### config.mk
export PLATFORM = sky130hd
export DESIGN_NAME = wb_bus_arbiter
export DESIGN_NICKNAME = d
export VERILOG_FILES = /design/src/rtl/ddk_wb_pkg.sv /design/src/rtl/wb_rr_pick.sv /design/src/rtl/wb_bus_arbiter.sv
export SDC_FILE = /design/constraint.sdc
export NUM_CORES = 1
export LEC_CHECK = 0
export ABC_AREA = 0
export BUFFER_PORTS_ARGS = -buffer_cell sky130_fd_sc_hd__buf_4
export CAP_MARGIN = 25
export CORE_MARGIN = 3
export CORE_UTILIZATION = 45
export CTS_CLUSTER_DIAMETER = 40
export DETAILED_ROUTE_END_ITERATION = 10
export PLACE_DENSITY = 0.81
export SLEW_MARGIN = 10
export SYNTH_ARGS = -nofsm -noshare
export SYNTH_HDL_FRONTEND = slang
export SYNTH_HIERARCHICAL = 1
export SYNTH_SLANG_ARGS = --single-unit
### constraint.sdc
create_clock -name tb_clk -period 2.16 [get_ports tb_clk]
set_clock_uncertainty 0.05 [all_clocks]
set_input_delay 0.108 -clock tb_clk [delete_from_list [all_inputs] [get_ports tb_clk]]
set_output_delay 0.108 -clock tb_clk [all_outputs]
set_load 0.02 [all_outputs]
### src/rtl/ddk_wb_pkg.sv
`default_nettype none
// ============================================================================
// ddk_wb_pkg : shared widths, watchdog default and FSM states for the arbiter
// Revision   : 1.0
// ============================================================================
package ddk_wb_pkg;

    localparam int DEF_AW      = 8;
    localparam int DEF_DW      = 8;
    localparam int DEF_TIMEOUT = 16;

    typedef enum logic [1:0] {
        ST_IDLE   = 2'd0,
        ST_ACTIVE = 2'd1,
        ST_DONE   = 2'd2
    } wb_state_e;

    // Index width that never collapses to zero bits.
    function automatic int clog2_min1(input int value);
        return (value > 1) ? $clog2(value) : 1;
    endfunction

endpackage
`default_nettype wire

### src/rtl/wb_rr_pick.sv
`default_nettype none
// ============================================================================
// wb_rr_pick : combinational round-robin priority encoder
// Revision   : 1.0
// ============================================================================
module wb_rr_pick #(
    parameter int N_REQ = 2,
    parameter int IW    = 1
) (
    input  logic [N_REQ-1:0] req,
    input  logic [IW-1:0]    last_idx,
    output logic [N_REQ-1:0] win_onehot,
    output logic [IW-1:0]    win_idx,
    output logic             win_valid
);

    int          cand;
    logic [IW-1:0] cand_idx;

    // Scan starts one past the previous winner and wraps modulo N_REQ.
    always_comb begin
        win_onehot = '0;
        win_idx    = '0;
        win_valid  = 1'b0;
        cand       = 0;
        cand_idx   = '0;
        for (int k = 1; k <= N_REQ; k++) begin
            cand = int'(last_idx) + k;
            if (cand >= N_REQ) begin
                cand = cand - N_REQ;
            end
            cand_idx = cand[IW-1:0];
            if (!win_valid && req[cand_idx]) begin
                win_valid            = 1'b1;
                win_idx              = cand_idx;
                win_onehot[cand_idx] = 1'b1;
            end
        end
    end

endmodule
`default_nettype wire

### src/rtl/wb_bus_arbiter.sv
`default_nettype none
// ============================================================================
// wb_bus_arbiter : round-robin share of one Wishbone-style master port
// Revision       : 1.0
// ============================================================================
module wb_bus_arbiter
    import ddk_wb_pkg::*;
#(
    parameter int N_REQ   = 2,
    parameter int AW      = DEF_AW,
    parameter int DW      = DEF_DW,
    parameter int TIMEOUT = DEF_TIMEOUT
) (
    input  logic                tb_clk,
    input  logic                tb_rst,
    input  logic [N_REQ-1:0]    req_stb,
    input  logic [N_REQ-1:0]    req_we,
    input  logic [N_REQ*AW-1:0] req_adr,
    input  logic [N_REQ*DW-1:0] req_wdat,
    output logic [N_REQ-1:0]    req_ack,
    output logic [N_REQ-1:0]    req_err,
    output logic [DW-1:0]       req_rdat,
    output logic [N_REQ-1:0]    gnt,
    output logic                m_stb_o,
    output logic                m_we_o,
    output logic [AW-1:0]       m_adr_o,
    output logic [DW-1:0]       m_dat_o,
    input  logic                m_ack_i,
    input  logic [DW-1:0]       m_dat_i,
    output logic                busy
);

    localparam int IW = clog2_min1(N_REQ);
    localparam int WW = clog2_min1(TIMEOUT + 1);

    wb_state_e         state_q,    state_d;
    logic [N_REQ-1:0]  gnt_q,      gnt_d;
    logic [IW-1:0]     gnt_idx_q,  gnt_idx_d;
    logic [IW-1:0]     last_gnt_q, last_gnt_d;
    logic              stb_q,      stb_d;
    logic              we_q,       we_d;
    logic [AW-1:0]     adr_q,      adr_d;
    logic [DW-1:0]     dat_q,      dat_d;
    logic [WW-1:0]     wd_q,       wd_d;
    logic [N_REQ-1:0]  ack_q,      ack_d;
    logic [N_REQ-1:0]  err_q,      err_d;
    logic [DW-1:0]     rdat_q,     rdat_d;

    logic [N_REQ-1:0]  pick_onehot;
    logic [IW-1:0]     pick_idx;
    logic              pick_valid;
    logic              wd_expired;
    logic [AW-1:0]     adr_arr [N_REQ];
    logic [DW-1:0]     wdat_arr[N_REQ];

    generate
        for (genvar i = 0; i < N_REQ; i++) begin : g_unpack
            assign adr_arr[i]  = req_adr[i*AW +: AW];
            assign wdat_arr[i] = req_wdat[i*DW +: DW];
        end
    endgenerate

    wb_rr_pick #(
        .N_REQ (N_REQ),
        .IW    (IW)
    ) u_pick (
        .req        (req_stb),
        .last_idx   (last_gnt_q),
        .win_onehot (pick_onehot),
        .win_idx    (pick_idx),
        .win_valid  (pick_valid)
    );

    // Expiry fires in the TIMEOUT-th ACTIVE cycle so stb stays up exactly TIMEOUT cycles.
    generate
        if (TIMEOUT > 0) begin : g_wd_on
            assign wd_expired = (wd_q == WW'(TIMEOUT - 1));
        end else begin : g_wd_off
            assign wd_expired = 1'b0;
        end
    endgenerate

    always_comb begin
        state_d    = state_q;
        gnt_d      = gnt_q;
        gnt_idx_d  = gnt_idx_q;
        last_gnt_d = last_gnt_q;
        stb_d      = stb_q;
        we_d       = we_q;
        adr_d      = adr_q;
        dat_d      = dat_q;
        wd_d       = wd_q;
        ack_d      = '0;
        err_d      = '0;
        rdat_d     = rdat_q;

        case (state_q)
            ST_IDLE: begin
                if (pick_valid) begin
                    state_d   = ST_ACTIVE;
                    gnt_d     = pick_onehot;
                    gnt_idx_d = pick_idx;
                    stb_d     = 1'b1;
                    we_d      = req_we[pick_idx];
                    adr_d     = adr_arr[pick_idx];
                    dat_d     = wdat_arr[pick_idx];
                    wd_d      = '0;
                end
            end
            ST_ACTIVE: begin
                wd_d = (wd_q == WW'(TIMEOUT)) ? wd_q : wd_q + 1'b1;
                if (m_ack_i || wd_expired) begin
                    state_d    = ST_DONE;
                    stb_d      = 1'b0;
                    gnt_d      = '0;
                    last_gnt_d = gnt_idx_q;
                    // Ack takes precedence over a coincident expiry.
                    if (m_ack_i) begin
                        ack_d  = gnt_q;
                        rdat_d = m_dat_i;
                    end else begin
                        err_d  = gnt_q;
                    end
                end
            end
            ST_DONE: begin
                state_d = ST_IDLE;
            end
            default: begin
                state_d = ST_IDLE;
            end
        endcase
    end

    always_ff @(posedge tb_clk or posedge tb_rst) begin
        if (tb_rst) begin
            state_q    <= ST_IDLE;
            gnt_q      <= '0;
            gnt_idx_q  <= '0;
            last_gnt_q <= IW'(N_REQ - 1);
            stb_q      <= 1'b0;
            we_q       <= 1'b0;
            adr_q      <= '0;
            dat_q      <= '0;
            wd_q       <= '0;
            ack_q      <= '0;
            err_q      <= '0;
            rdat_q     <= '0;
        end else begin
            state_q    <= state_d;
            gnt_q      <= gnt_d;
            gnt_idx_q  <= gnt_idx_d;
            last_gnt_q <= last_gnt_d;
            stb_q      <= stb_d;
            we_q       <= we_d;
            adr_q      <= adr_d;
            dat_q      <= dat_d;
            wd_q       <= wd_d;
            ack_q      <= ack_d;
            err_q      <= err_d;
            rdat_q     <= rdat_d;
        end
    end

    assign req_ack  = ack_q;
    assign req_err  = err_q;
    assign req_rdat = rdat_q;
    assign gnt      = gnt_q;
    assign m_stb_o  = stb_q;
    assign m_we_o   = we_q;
    assign m_adr_o  = adr_q;
    assign m_dat_o  = dat_q;
    assign busy     = (state_q == ST_ACTIVE) || (state_q == ST_DONE);

endmodule
`default_nettype wire

==> summary.txt <==
Status
  • Outcome: finished clean

Routing
  • DRT Pass-1 Iters: 4
  • Post-Route WL: approximately 4300 um
  • Vias: 1575
  • Vias per cell: ~5
  • Avg WL per Cell: 13.5 um
  • Residual DRC: 0
  • Starting DRT DRC Count: 89
  • Post-route ant nets: 0

STA
  • Fin. Hold Viols: 0
  • Tcrit/Tclk final: 87.4%
  • Slew @ Worst Pin: between 400 and 500 ps
  • Peak Freq: 530 MHz
  • RSZ-0062 raised after global routing: no
  • Crit path time final: 1890 ps
  • Slew Viols, Final: 0
  • Slew HR: 66.9%
  • Fin Setup TNS: 0 ps
  • Final Setup Violations: 0

Critical path
  • Worst Setup End Kind: flop
  • Most used cell, CP: ha_1
  • Max stage delay cell, worst path: dfrtp_1
  • CP max stage delay: approximately 430 ps
  • CP required: 2290 ps
  • R2r startpoint: wd_q[0]$_DFFE_PP0P_
  • Startpoint class of the critical path: flop
  • CP max FO: 5
  • CP Data Arrival Time: 2020 ps
  • Chain of cells forming the critical path: ha_1 -> and3_1 -> ha_1 -> nor3b_1 -> nor2_1 -> mux2_2
  • Reg2Reg Setup Slack: ~270 ps
  • Crit path kind: flop to flop
  • CP startpoint: wd_q[0]$_DFFE_PP0P_

Layout
  • Proportion of layout cells with a drive suffix above 1: around two fifths
  • Fin util: 68.2%
  • Commonest non-fill, non-tap cells in the layout: buf_4 (83), dfrtp_1 (40), nor2_1 (20), mux2i_1 (18), a21oi_1 (18)
  • ANT cells: 0
  • Area Growth Syn to Fin: 44.1%
  • Filler Cells Inserted: 332
  • Commonest non-fill, non-tap cell in the layout: buf_4
  • # nets final: 320

Yosys
  • Library cells used by synthesis: 32
  • Post-synth top area cell: dfrtp_1
  • Ys flop type: dfrtp_1
  • Flops & latches, synth: slightly above 40
  • Post-Syn Nets: 228
  • Total of warnings raised by yosys: 6
  • Post-synthesis instance area: 1930 um^2
  • Asr flop ratio synth: 100%
  • Seq/Total Area, Yosys: between 50% and 60%
  • Top post-synthesis cells by area: dfrtp_1 (52%), mux2i_1 (9.3%), mux2_2 (6.4%)
  • Cells after synthesis: 175
  • Mean post-synth cell area: about 11 um^2
  • Post-synth EDFFs: 0
  • Area share of the largest cell type after synthesis: 51.8%

Clocking
  • CTS tree: built
  • Clock Pin Slew Worst Setup and Hold Paths: 80 ps
  • CTS hold repair buffers: 7
  • TritonCTS Sinks: 41
  • Root Driver: clkbuf_8
  • Post-CTS Setup Bufs: 0
  • H-tree depth: 2
  • CTS buffer count: 5
  • Worst-skew pair later-pin latency: 290 ps
  • CTS max path bufs: 2
  • CTS resizes: 0

Pwr
  • Pwr Density: 1330 nW/um^2
  • Switching fraction of total power: between 30 and 40%
  • Internal power: around 2.2 mW
  • NetSw: 1.45 mW
  • Leakage power: between 1 and 1.5 nW
  • Reg power frac: a little over a third
  • Worst VDD drop: 0.000776 V
  • Comb power frac: 49.8%
  • Pwr Total: 3.70 mW
  • Clock share of power: 14.7%

Floorplan
  • Core Footprint: just over 4000 um^2
  • Initial core utilization: a little under half
  • IO Count: 80
  • Die width: 71.5 um
  • Die area: 5120 um^2
  • Row cnt: 23
  • Die height: 71.5 um

Global route
  • Total gr overflow: 0
  • Total GRT Usage: 17.9%
  • Pin count of the biggest net entering global routing: 42
  • Antenna violations before repair: 0
  • Vias in the first global route: 1589
  • Global-route wire length before repair: 7250 um

Job
  • Max-cap violations: 0

Hold path
  • Hold Crit Class: primary input to flop
  • Hold path start: req_adr[3]

Place
  • Hpwl dp: between 3000 and 4000 um
  • PortBufs: 79
  • GP Congestion: just under 0.8
## area by class of cell
| cell class | instances | area, um^2 | share of cell area, % |
|---|---|---|---|
| flip-flops and latches | 41 | 1030 | 36.9 |
| multi-input cells | 119 | 835 | 30.0 |
| repair buffers | 93 | 733 | 26.3 |
| clock buffers | 7 | 96.3 | 3.46 |
| well taps | 50 | 62.6 | 2.25 |
| inverters | 7 | 26.3 | 0.943 |
| clock inverters | 1 | 5.00 | 0.180 |
## per-layer routing
metal	vias to the layer above	routed length (um)	part of all wire, %	track usage, %
met5	-	0	0	0
met1	731	1800	42	22.9
li1	794	-	-	-
met3	2	269	6.3	4.49
met2	48	2210	51	30.6
met4	0	26	0.60	4.38
## flip-flops by register name (all words and copies together), names as in the netlist
register,count
last_gnt_q,1
req_ack,2
m_adr_o,8
req_rdat,8
m_we_o,1
req_err,2
gnt_idx_q,1
gnt,2
m_stb_o,1
wd_q,5
state_q,2
m_dat_o,8
## synth_stat cells (2+ instances only)
cell type / n
buf_2: 3
mux2_2: 11
dfrtp_1: 40
nand3_1: 3
buf_4: 4
nor2b_1: 2
ha_1: 6
nand2_1: 7
a2bb2oi_1: 2
inv_1: 7
nor2_1: 20
o21ai_0: 11
and3_1: 5
a21boi_0: 2
mux2i_1: 18
a21oi_1: 18
## critical path: cells and delay by family (launching register included)
kind	cells	cell delay, ps
mux	1	280
simple gates	3	560
flops	1	430
fa+ha+maj	2	460
## power by group through the flow
stage	Sequential [mW]	Clock, mW	Combinational (mW)
3_3_place_gp	1.31	0	1.80
3_5_place_dp	1.32	0	1.85
5_1_grt	1.36	0.592	2.01
4_1_cts	1.31	0.564	1.86
2_1_floorplan	1.62	0	0.834
6_report	1.31	0.545	1.84
## cell families after synthesis
family	count (synthesis)	synth area share, %
buffers and inverters	15	3.88
flip-flops	41	53.1
AO/OA/AOI/OAI	37	10.8
multiplexers	29	15.7
adder cells (fa/ha/maj)	6	3.88
AND/OR/NAND/NOR	47	12.6
## path summary, 6_finish.rpt
path / cells after the start / endpoint
worst max-delay path: 6 / state_q[0]$_DFFE_PP0P_
worst min-delay path: 3 / m_adr_o[3]$_DFFE_PP0P_
worst max register to register: 6 / state_q[0]$_DFFE_PP0P_
worst min register to register: 1 / gnt_idx_q$_DFFE_PP0P_
max in group asynchronous: 4 / last_gnt_q$_DFFE_PP1P_
min in group asynchronous: 4 / req_err[1]$_DFF_PP0_
## stage by stage
step                      setup WS, ps  cell area (um^2)  std cells  hold WS (ps)
after floorplan                    411              1930        175           209
after global placement             350              2590        301           224
after detailed placement           282              2590        301           234
after CTS                          264              2770        316         0.375
after global routing               171              2790        318          73.4
final                              273              2790        318          63.1
No activity file was read; power rests on OpenSTA's default activity.
